## src/rtl/crtc_timing.sv

```systemverilog
`default_nettype none
// ============================================================================
// Module   : crtc_timing
// Purpose  : Character-based CRT controller timing generator. Produces the
//            horizontal character count, scanline-in-row count, row count,
//            vertical adjust scanlines, sync pulses, active windows, refresh
//            memory address and (optionally) a blinking text cursor.
// Ports    : pixel_clk          - sole clock, rising edge
//            reset_n            - asynchronous active-low reset
//            h_char_total/h_char_displayed/h_sync_pos/h_sync_width
//                               - horizontal timing (sync width 0 = 16)
//            v_char_height/v_adjust/v_char_total/v_char_displayed/
//            v_sync_pos/v_sync_width
//                               - vertical timing (sync width 0 = 16)
//            start_addr/cursor_addr - sampled only at frame wrap
//            cursor_start/cursor_end/cursor_mode - cursor shape and blink
//            addr_out, ra_out, h_sync, h_active, v_sync, v_active,
//            display_en, cursor, frame_start - registered outputs
// Options  : CRTC_CURSOR_EN - when defined, enables the cursor logic and the
//            blink frame counter; otherwise cursor is held at 0.
// Revision : 1.0 - initial release
// ============================================================================
module crtc_timing #(
    parameter int H_WIDTH  = 8,
    parameter int V_WIDTH  = 7,
    parameter int RA_WIDTH = 5,
    parameter int MA_WIDTH = 14
) (
    input  logic                pixel_clk,
    input  logic                reset_n,
    input  logic [H_WIDTH-1:0]  h_char_total,
    input  logic [H_WIDTH-1:0]  h_char_displayed,
    input  logic [H_WIDTH-1:0]  h_sync_pos,
    input  logic [3:0]          h_sync_width,
    input  logic [3:0]          v_sync_width,
    input  logic [RA_WIDTH-1:0] v_char_height,
    input  logic [RA_WIDTH-1:0] v_adjust,
    input  logic [V_WIDTH-1:0]  v_char_total,
    input  logic [V_WIDTH-1:0]  v_char_displayed,
    input  logic [V_WIDTH-1:0]  v_sync_pos,
    input  logic [MA_WIDTH-1:0] start_addr,
    input  logic [MA_WIDTH-1:0] cursor_addr,
    input  logic [RA_WIDTH-1:0] cursor_start,
    input  logic [RA_WIDTH-1:0] cursor_end,
    input  logic [1:0]          cursor_mode,
    output logic [MA_WIDTH-1:0] addr_out,
    output logic [RA_WIDTH-1:0] ra_out,
    output logic                h_sync,
    output logic                h_active,
    output logic                v_sync,
    output logic                v_active,
    output logic                display_en,
    output logic                cursor,
    output logic                frame_start
);

    // Counter state
    logic                r_run;        // 0 until the first edge after reset
    logic [H_WIDTH-1:0]  r_h;
    logic [RA_WIDTH-1:0] r_ra;         // scanline in row, or adjust index
    logic [V_WIDTH-1:0]  r_row;
    logic                r_in_adj;
    logic [MA_WIDTH-1:0] r_row_base;
    logic [4:0]          r_vs_left;    // v_sync scanlines remaining incl. current

    // Next-state values
    logic [H_WIDTH-1:0]  w_h_nxt;
    logic [RA_WIDTH-1:0] w_ra_nxt;
    logic [V_WIDTH-1:0]  w_row_nxt;
    logic                w_adj_nxt;
    logic [MA_WIDTH-1:0] w_base_nxt;
    logic [4:0]          w_vs_nxt;
    logic                w_frame_wrap;

    // Decoded outputs of the current counter state
    logic [4:0]          w_hs_width;
    logic [4:0]          w_vs_width;
    logic [H_WIDTH-1:0]  w_h_off;
    logic                w_h_act;
    logic                w_v_act;
    logic                w_hsync;
    logic                w_vsync;
    logic [MA_WIDTH-1:0] w_addr;
    logic                w_fs;
    logic                w_cursor;

    assign w_hs_width = (h_sync_width == 4'd0) ? 5'd16 : {1'b0, h_sync_width};
    assign w_vs_width = (v_sync_width == 4'd0) ? 5'd16 : {1'b0, v_sync_width};

    // All wrap tests use >= so a total reduced below the live count wraps
    // on the next compare instead of running to counter overflow. The first
    // edge after reset is handled as a frame wrap so that the address and
    // cursor latches load before the frame begins.
    always_comb begin
        w_h_nxt      = r_h + H_WIDTH'(1);
        w_ra_nxt     = r_ra;
        w_row_nxt    = r_row;
        w_adj_nxt    = r_in_adj;
        w_base_nxt   = r_row_base;
        w_vs_nxt     = r_vs_left;
        w_frame_wrap = 1'b0;
        if (!r_run) begin
            w_frame_wrap = 1'b1;
        end else if (r_h >= h_char_total) begin
            w_h_nxt = '0;
            if (!r_in_adj) begin
                if (r_ra >= v_char_height) begin
                    w_ra_nxt   = '0;
                    w_base_nxt = r_row_base + MA_WIDTH'(h_char_displayed);
                    if (r_row >= v_char_total) begin
                        if (v_adjust != '0) begin
                            w_adj_nxt = 1'b1;
                        end else begin
                            w_frame_wrap = 1'b1;
                        end
                    end else begin
                        w_row_nxt = r_row + V_WIDTH'(1);
                    end
                end else begin
                    w_ra_nxt = r_ra + RA_WIDTH'(1);
                end
            end else if (32'(r_ra) + 32'd1 >= 32'(v_adjust)) begin
                w_frame_wrap = 1'b1;
            end else begin
                w_ra_nxt = r_ra + RA_WIDTH'(1);
            end
            // v_sync is a whole-scanline property; it is (re)armed at the
            // first scanline of the sync row and then counts down.
            if (!w_adj_nxt && (w_row_nxt == v_sync_pos) && (w_ra_nxt == '0)) begin
                w_vs_nxt = w_vs_width;
            end else if (r_vs_left != 5'd0) begin
                w_vs_nxt = r_vs_left - 5'd1;
            end
        end
        if (w_frame_wrap) begin
            w_h_nxt    = '0;
            w_ra_nxt   = '0;
            w_row_nxt  = '0;
            w_adj_nxt  = 1'b0;
            w_base_nxt = start_addr;
            w_vs_nxt   = (v_sync_pos == '0) ? w_vs_width : 5'd0;
        end
    end

    always_comb begin
        w_h_off = r_h - h_sync_pos;
        w_h_act = (r_h < h_char_displayed);
        w_v_act = !r_in_adj && (r_row < v_char_displayed);
        w_hsync = (r_h >= h_sync_pos) && (32'(w_h_off) < 32'(w_hs_width));
        w_vsync = (r_vs_left != 5'd0);
        w_addr  = r_row_base + MA_WIDTH'(r_h);
        w_fs    = (r_h == '0) && (r_ra == '0) && (r_row == '0) && !r_in_adj;
    end

    always_ff @(posedge pixel_clk or negedge reset_n) begin
        if (!reset_n) begin
            r_run       <= 1'b0;
            r_h         <= '0;
            r_ra        <= '0;
            r_row       <= '0;
            r_in_adj    <= 1'b0;
            r_row_base  <= '0;
            r_vs_left   <= 5'd0;
            addr_out    <= '0;
            ra_out      <= '0;
            h_sync      <= 1'b0;
            h_active    <= 1'b0;
            v_sync      <= 1'b0;
            v_active    <= 1'b0;
            display_en  <= 1'b0;
            cursor      <= 1'b0;
            frame_start <= 1'b0;
        end else begin
            r_run       <= 1'b1;
            r_h         <= w_h_nxt;
            r_ra        <= w_ra_nxt;
            r_row       <= w_row_nxt;
            r_in_adj    <= w_adj_nxt;
            r_row_base  <= w_base_nxt;
            r_vs_left   <= w_vs_nxt;
            // Outputs stay 0 on the latch edge that starts the first frame.
            addr_out    <= r_run ? w_addr : '0;
            ra_out      <= r_run ? r_ra : '0;
            h_sync      <= r_run && w_hsync;
            h_active    <= r_run && w_h_act;
            v_sync      <= r_run && w_vsync;
            v_active    <= r_run && w_v_act;
            display_en  <= r_run && w_h_act && w_v_act;
            cursor      <= r_run && w_cursor;
            frame_start <= r_run && w_fs;
        end
    end

`ifdef CRTC_CURSOR_EN
    logic [MA_WIDTH-1:0] r_cursor_lat;
    logic [5:0]          r_blink;      // frames since reset, mod 64
    logic                w_blink_on;

    always_comb begin
        case (cursor_mode)
            2'b00:   w_blink_on = 1'b1;
            2'b01:   w_blink_on = 1'b0;
            2'b10:   w_blink_on = !r_blink[4];
            default: w_blink_on = !r_blink[5];
        endcase
        w_cursor = w_h_act && w_v_act && (w_addr == r_cursor_lat) &&
                   (r_ra >= cursor_start) && (r_ra <= cursor_end) && w_blink_on;
    end

    always_ff @(posedge pixel_clk or negedge reset_n) begin
        if (!reset_n) begin
            r_cursor_lat <= '0;
            r_blink      <= 6'd0;
        end else if (w_frame_wrap) begin
            r_cursor_lat <= cursor_addr;
            if (r_run) begin
                r_blink <= r_blink + 6'd1;
            end
        end
    end
`else
    logic w_unused_cursor;
    assign w_unused_cursor = ^{cursor_addr, cursor_start, cursor_end, cursor_mode};
    assign w_cursor = 1'b0;
`endif

endmodule
`default_nettype wire
```

## config.mk

```make
export PLATFORM = sky130hd
export DESIGN_NAME = crtc_timing
export DESIGN_NICKNAME = d
export VERILOG_FILES = /design/src/rtl/crtc_timing.sv
export SDC_FILE = /design/constraint.sdc
export NUM_CORES = 1
export LEC_CHECK = 0
export BUFFER_PORTS_ARGS = -buffer_cell sky130_fd_sc_hd__clkbuf_2
export CELL_PAD_IN_SITES_DETAIL_PLACEMENT = 0
export CELL_PAD_IN_SITES_GLOBAL_PLACEMENT = 1
export CORE_MARGIN = 2
export CORE_UTILIZATION = 27
export CTS_CLUSTER_SIZE = 12
export DETAILED_ROUTE_END_ITERATION = 10
export PLACE_DENSITY_LB_ADDON = 0.25
export SLEW_MARGIN = 25
export SYNTH_ARGS = -nofsm -noshare
export SYNTH_HDL_FRONTEND = slang
export SYNTH_SLANG_ARGS = --single-unit
```

## constraint.sdc

```tcl
create_clock -name pixel_clk -period 3.4 [get_ports pixel_clk]
set_clock_uncertainty 0.2 [all_clocks]
set_input_delay 0.17 -clock pixel_clk [delete_from_list [all_inputs] [get_ports pixel_clk]]
set_output_delay 0.17 -clock pixel_clk [all_outputs]
set_load 0.02 [all_outputs]
```

==> results.yml <==
cells_and_area:
  drive_gt1_share_pct: 23.3
  nFillCells: 2052
  postLayoutCellArea_um2: 6900
  syn2layout_area_growth_pct: 30.4
  final_cells: 1037
  diodes: 0
  final_util_pct: 35.7
  final_nets: 949
clock_tree:
  cts_num_sinks: 66
  root_buffer: "clkbuf_16"
  cts_tree: "done"
  clkTransAtPathRegs_ps: 60
  clk_path_buf_depth: 2
  clk-insertion-delay-late_ps: 340
  numCtsBuffers: 9
  cts_max_level: 3
logic_synthesis:
  avgSynthCellArea_um2: 8.53
  yosysTopAreaCell: "dfrtp_1"
  yosysUniqueCellTypes: 55
  ys_seq_elements: 66
  synth_enable_flop_cells: 0
  async_flop_share_pct: 100
  synth_flop_cell: "dfrtp_1"
  synthTopCellsByArea: "dfrtp_1 31%, ha_1 18%, a21oi_1 5.0%, inv_1 4.7%, nor2_1 4.3%"
  yosys.area.top_type_share_pct: 31.2
  seq_area_frac_synth_pct: 31.2
  synth_nets: 802
  ys_warn_count: 0
  synth_cells: 620
  synth_area_um2: 5290
job:
  cap_violations: 0
drt:
  final_antenna_net_count: 0
  wl_per_cell_um: 14.5
  viasPerCell: 4.68
  dr.pass1.iters: 4
  num_vias: 4853
  drt_wl_total_um: 15100
  drtIter0Drc: 255
  drc: 0
die:
  fp.dieH_um: 144
  core_um2: 19300
  dieWidth_um: 144
  dieArea_um2: 20700
  ios: 131
  start_util_pct: 27.4
  placementRows: 51
setup_path:
  crit_start: "r_row[2]"
  worstSetupPathType: "reg2reg"
  required_ps: 3420
  reg2reg_slack_ps: 120
  cp_data_arrival_time_ps: 3300
  worstPathMaxFanout: 7
  end_kind: "flop"
  crit_path_start_kind: "flop"
  reg2reg_from: "r_row[2]"
placed_design:
  dp.cells: 999
  placed_area_um2: 6300
  gp_congestion: 0.835
  hpwl_um: 11600
  io_buffers: 103
worst_hold_path:
  min_from: "v_sync_width[3]"
  hold_path_class: "in2reg"
global_routing:
  use_met2_pct: 25.3
  top_usage_layer: "met2"
  overflow: 0
  grt_pass1_vias: 4785
  grt_start_max_net_pins: 67
  grt_usage_pct: 14.8
  antenna_found_initial: 0
  grt_pass1_wl_um: 23800
  use_met3_pct: 2.35
  grt_use_met1_pct: 18.9
timing:
  relSlewSlack_pct: 39.2
  setup_viol_count_final: 0
  finalCriticalPeriod_ps: 3280
  max_slew.worst_pin.slew_ps: 912
  timing.final.max_slew_violations: 0
  fin_crit_sh_pct: 96.4
  fmax_mhz: 305
  rsz0062_at_grt: "true"
  hold_violations: 0
  hold_slack_ps: 18.4
power_and_ir_drop:
  peakVddDrop_mv: 0.242
  p_per_area_nw_per_um2: 428
  p_leak_nw: 3.50
status:
  outcome: "finished clean"
## routing by layer
metal | wire [um] | share of wire (%) | vias up
met4 | 312 | 2.1 | 0
met5 | 0 | 0 | -
met2 | 7320 | 49 | 92
met1 | 6950 | 46 | 2286
met3 | 499 | 3.3 | 21
li1 | - | - | 2454
## cell usage in the layout, fill, tap and decap left out, drive strengths merged, types with 4 or more instances in the layout
cell type,instances
dfrtp,66
nor2,62
dlygate4sd3,17
nor4,6
and2,8
o21bai,6
o21ai,34
ha,74
o22ai,7
a21oi,53
o31ai,5
o211ai,4
clkbuf,112
a21o,19
nor3,8
nand2,39
xor2,14
a31oi,7
a32o,4
or3,4
nand3,12
xnor2,20
a22o,4
inv,67
nand2b,11
buf,39
a2111oi,4
a211oi,5
nor2b,12
o21a,7
and3,8
## synth_stat cells (all sizes together) (2+ instances only)
| cell | n |
|---|---|
| a2111oi | 4 |
| a211oi | 5 |
| a21boi | 2 |
| a21o | 19 |
| a21oi | 53 |
| a22o | 4 |
| a31oi | 7 |
| a32o | 4 |
| and2 | 8 |
| and3 | 8 |
| buf | 2 |
| clkbuf | 20 |
| conb | 2 |
| dfrtp | 66 |
| fa | 3 |
| ha | 74 |
| inv | 67 |
| mux2 | 3 |
| nand2 | 39 |
| nand2b | 11 |
| nand3 | 12 |
| nand4 | 2 |
| nor2 | 62 |
| nor2b | 12 |
| nor3 | 8 |
| nor3b | 2 |
| nor4 | 6 |
| o211ai | 4 |
| o21a | 7 |
| o21ai | 34 |
| o21bai | 6 |
| o22ai | 7 |
| o31ai | 5 |
| or3 | 4 |
| or4 | 3 |
| xnor2 | 20 |
| xor2 | 14 |
## critical path, cell delays in order (launching register included)
cell	delay, ps
dfrtp_1	410
ha_4	230
a21oi_2	140
o21ai_2	80
a221oi_2	360
o211a_4	250
and2_4	150
mux2_4	320
a2111oi_4	410
o21a_2	290
mux2_4	310
## registers in the layout, indices dropped and copies added, names as in the netlist, 5 cells and up
name	cells
r_h	8
ra_out	5
r_vs_left	5
r_row	7
r_ra	5
addr_out	14
r_row_base	14
## power breakdown
group	switching (mW)	internal, mW	total, mW	leakage, nW
Clock	0.376	0.569	0.945	0.139
Combinational	0.523	0.445	0.968	2.51
Sequential	0.126	0.915	1.04	0.850
## what timing repair did
action                                  in CTS  in global routing
hold endpoints to repair                    82                  0
endpoints found under the setup margin       0                 17
hold buffers                                17                  0
resized for setup                            0                 20
setup buffers                                0                  5
## cells by family (layout without fill, tap and decap cells)
kind of cell / after synthesis / after routing / share of synthesized area [%]
compound gates: 168 / 168 / 20.7
xor+xnor: 34 / 34 / 5.63
fa+ha+maj: 77 / 77 / 18.6
buf+inv: 89 / 241 / 6.53
flops: 66 / 66 / 31.2
mux: 4 / 4 / 0.828
other cells: 2 / 2 / 0.142
simple gates: 180 / 180 / 16.3
## through the flow
| step | power (mW) | setup WS [ps] | TNS [ps] |
|---|---|---|---|
| after floorplan | 1.70 | 210 | 0 |
| after global placement | 1.97 | 46.6 | 0 |
| after detailed placement | 1.98 | 26.0 | 0 |
| after CTS | 2.97 | 22.3 | 0 |
| after global routing | 3.16 | -39.0 | -86.0 |
| final | 2.96 | 124 | 0 |
## final cells by class
type	count	area [um2]	share of cell area [%]
clock inverters	6	67.6	0.979
repair buffers	158	978	14.2
clock buffers	10	229	3.32
multi-input cells	465	3390	49.1
inverters	67	251	3.65
flip-flops and latches	66	1650	23.9
well taps	265	332	4.81
## final timing paths
path | to | depth (start not counted)
setup / recovery | r_vs_left[2] | 10
hold / removal | r_vs_left[3] | 3
setup reg to reg | r_vs_left[2] | 10
hold reg to reg | r_row_base[4] | 2
max in group asynchronous | addr_out[10] | 3
min in group asynchronous | r_row[4] | 3
(Power assumes the default switching activity.)
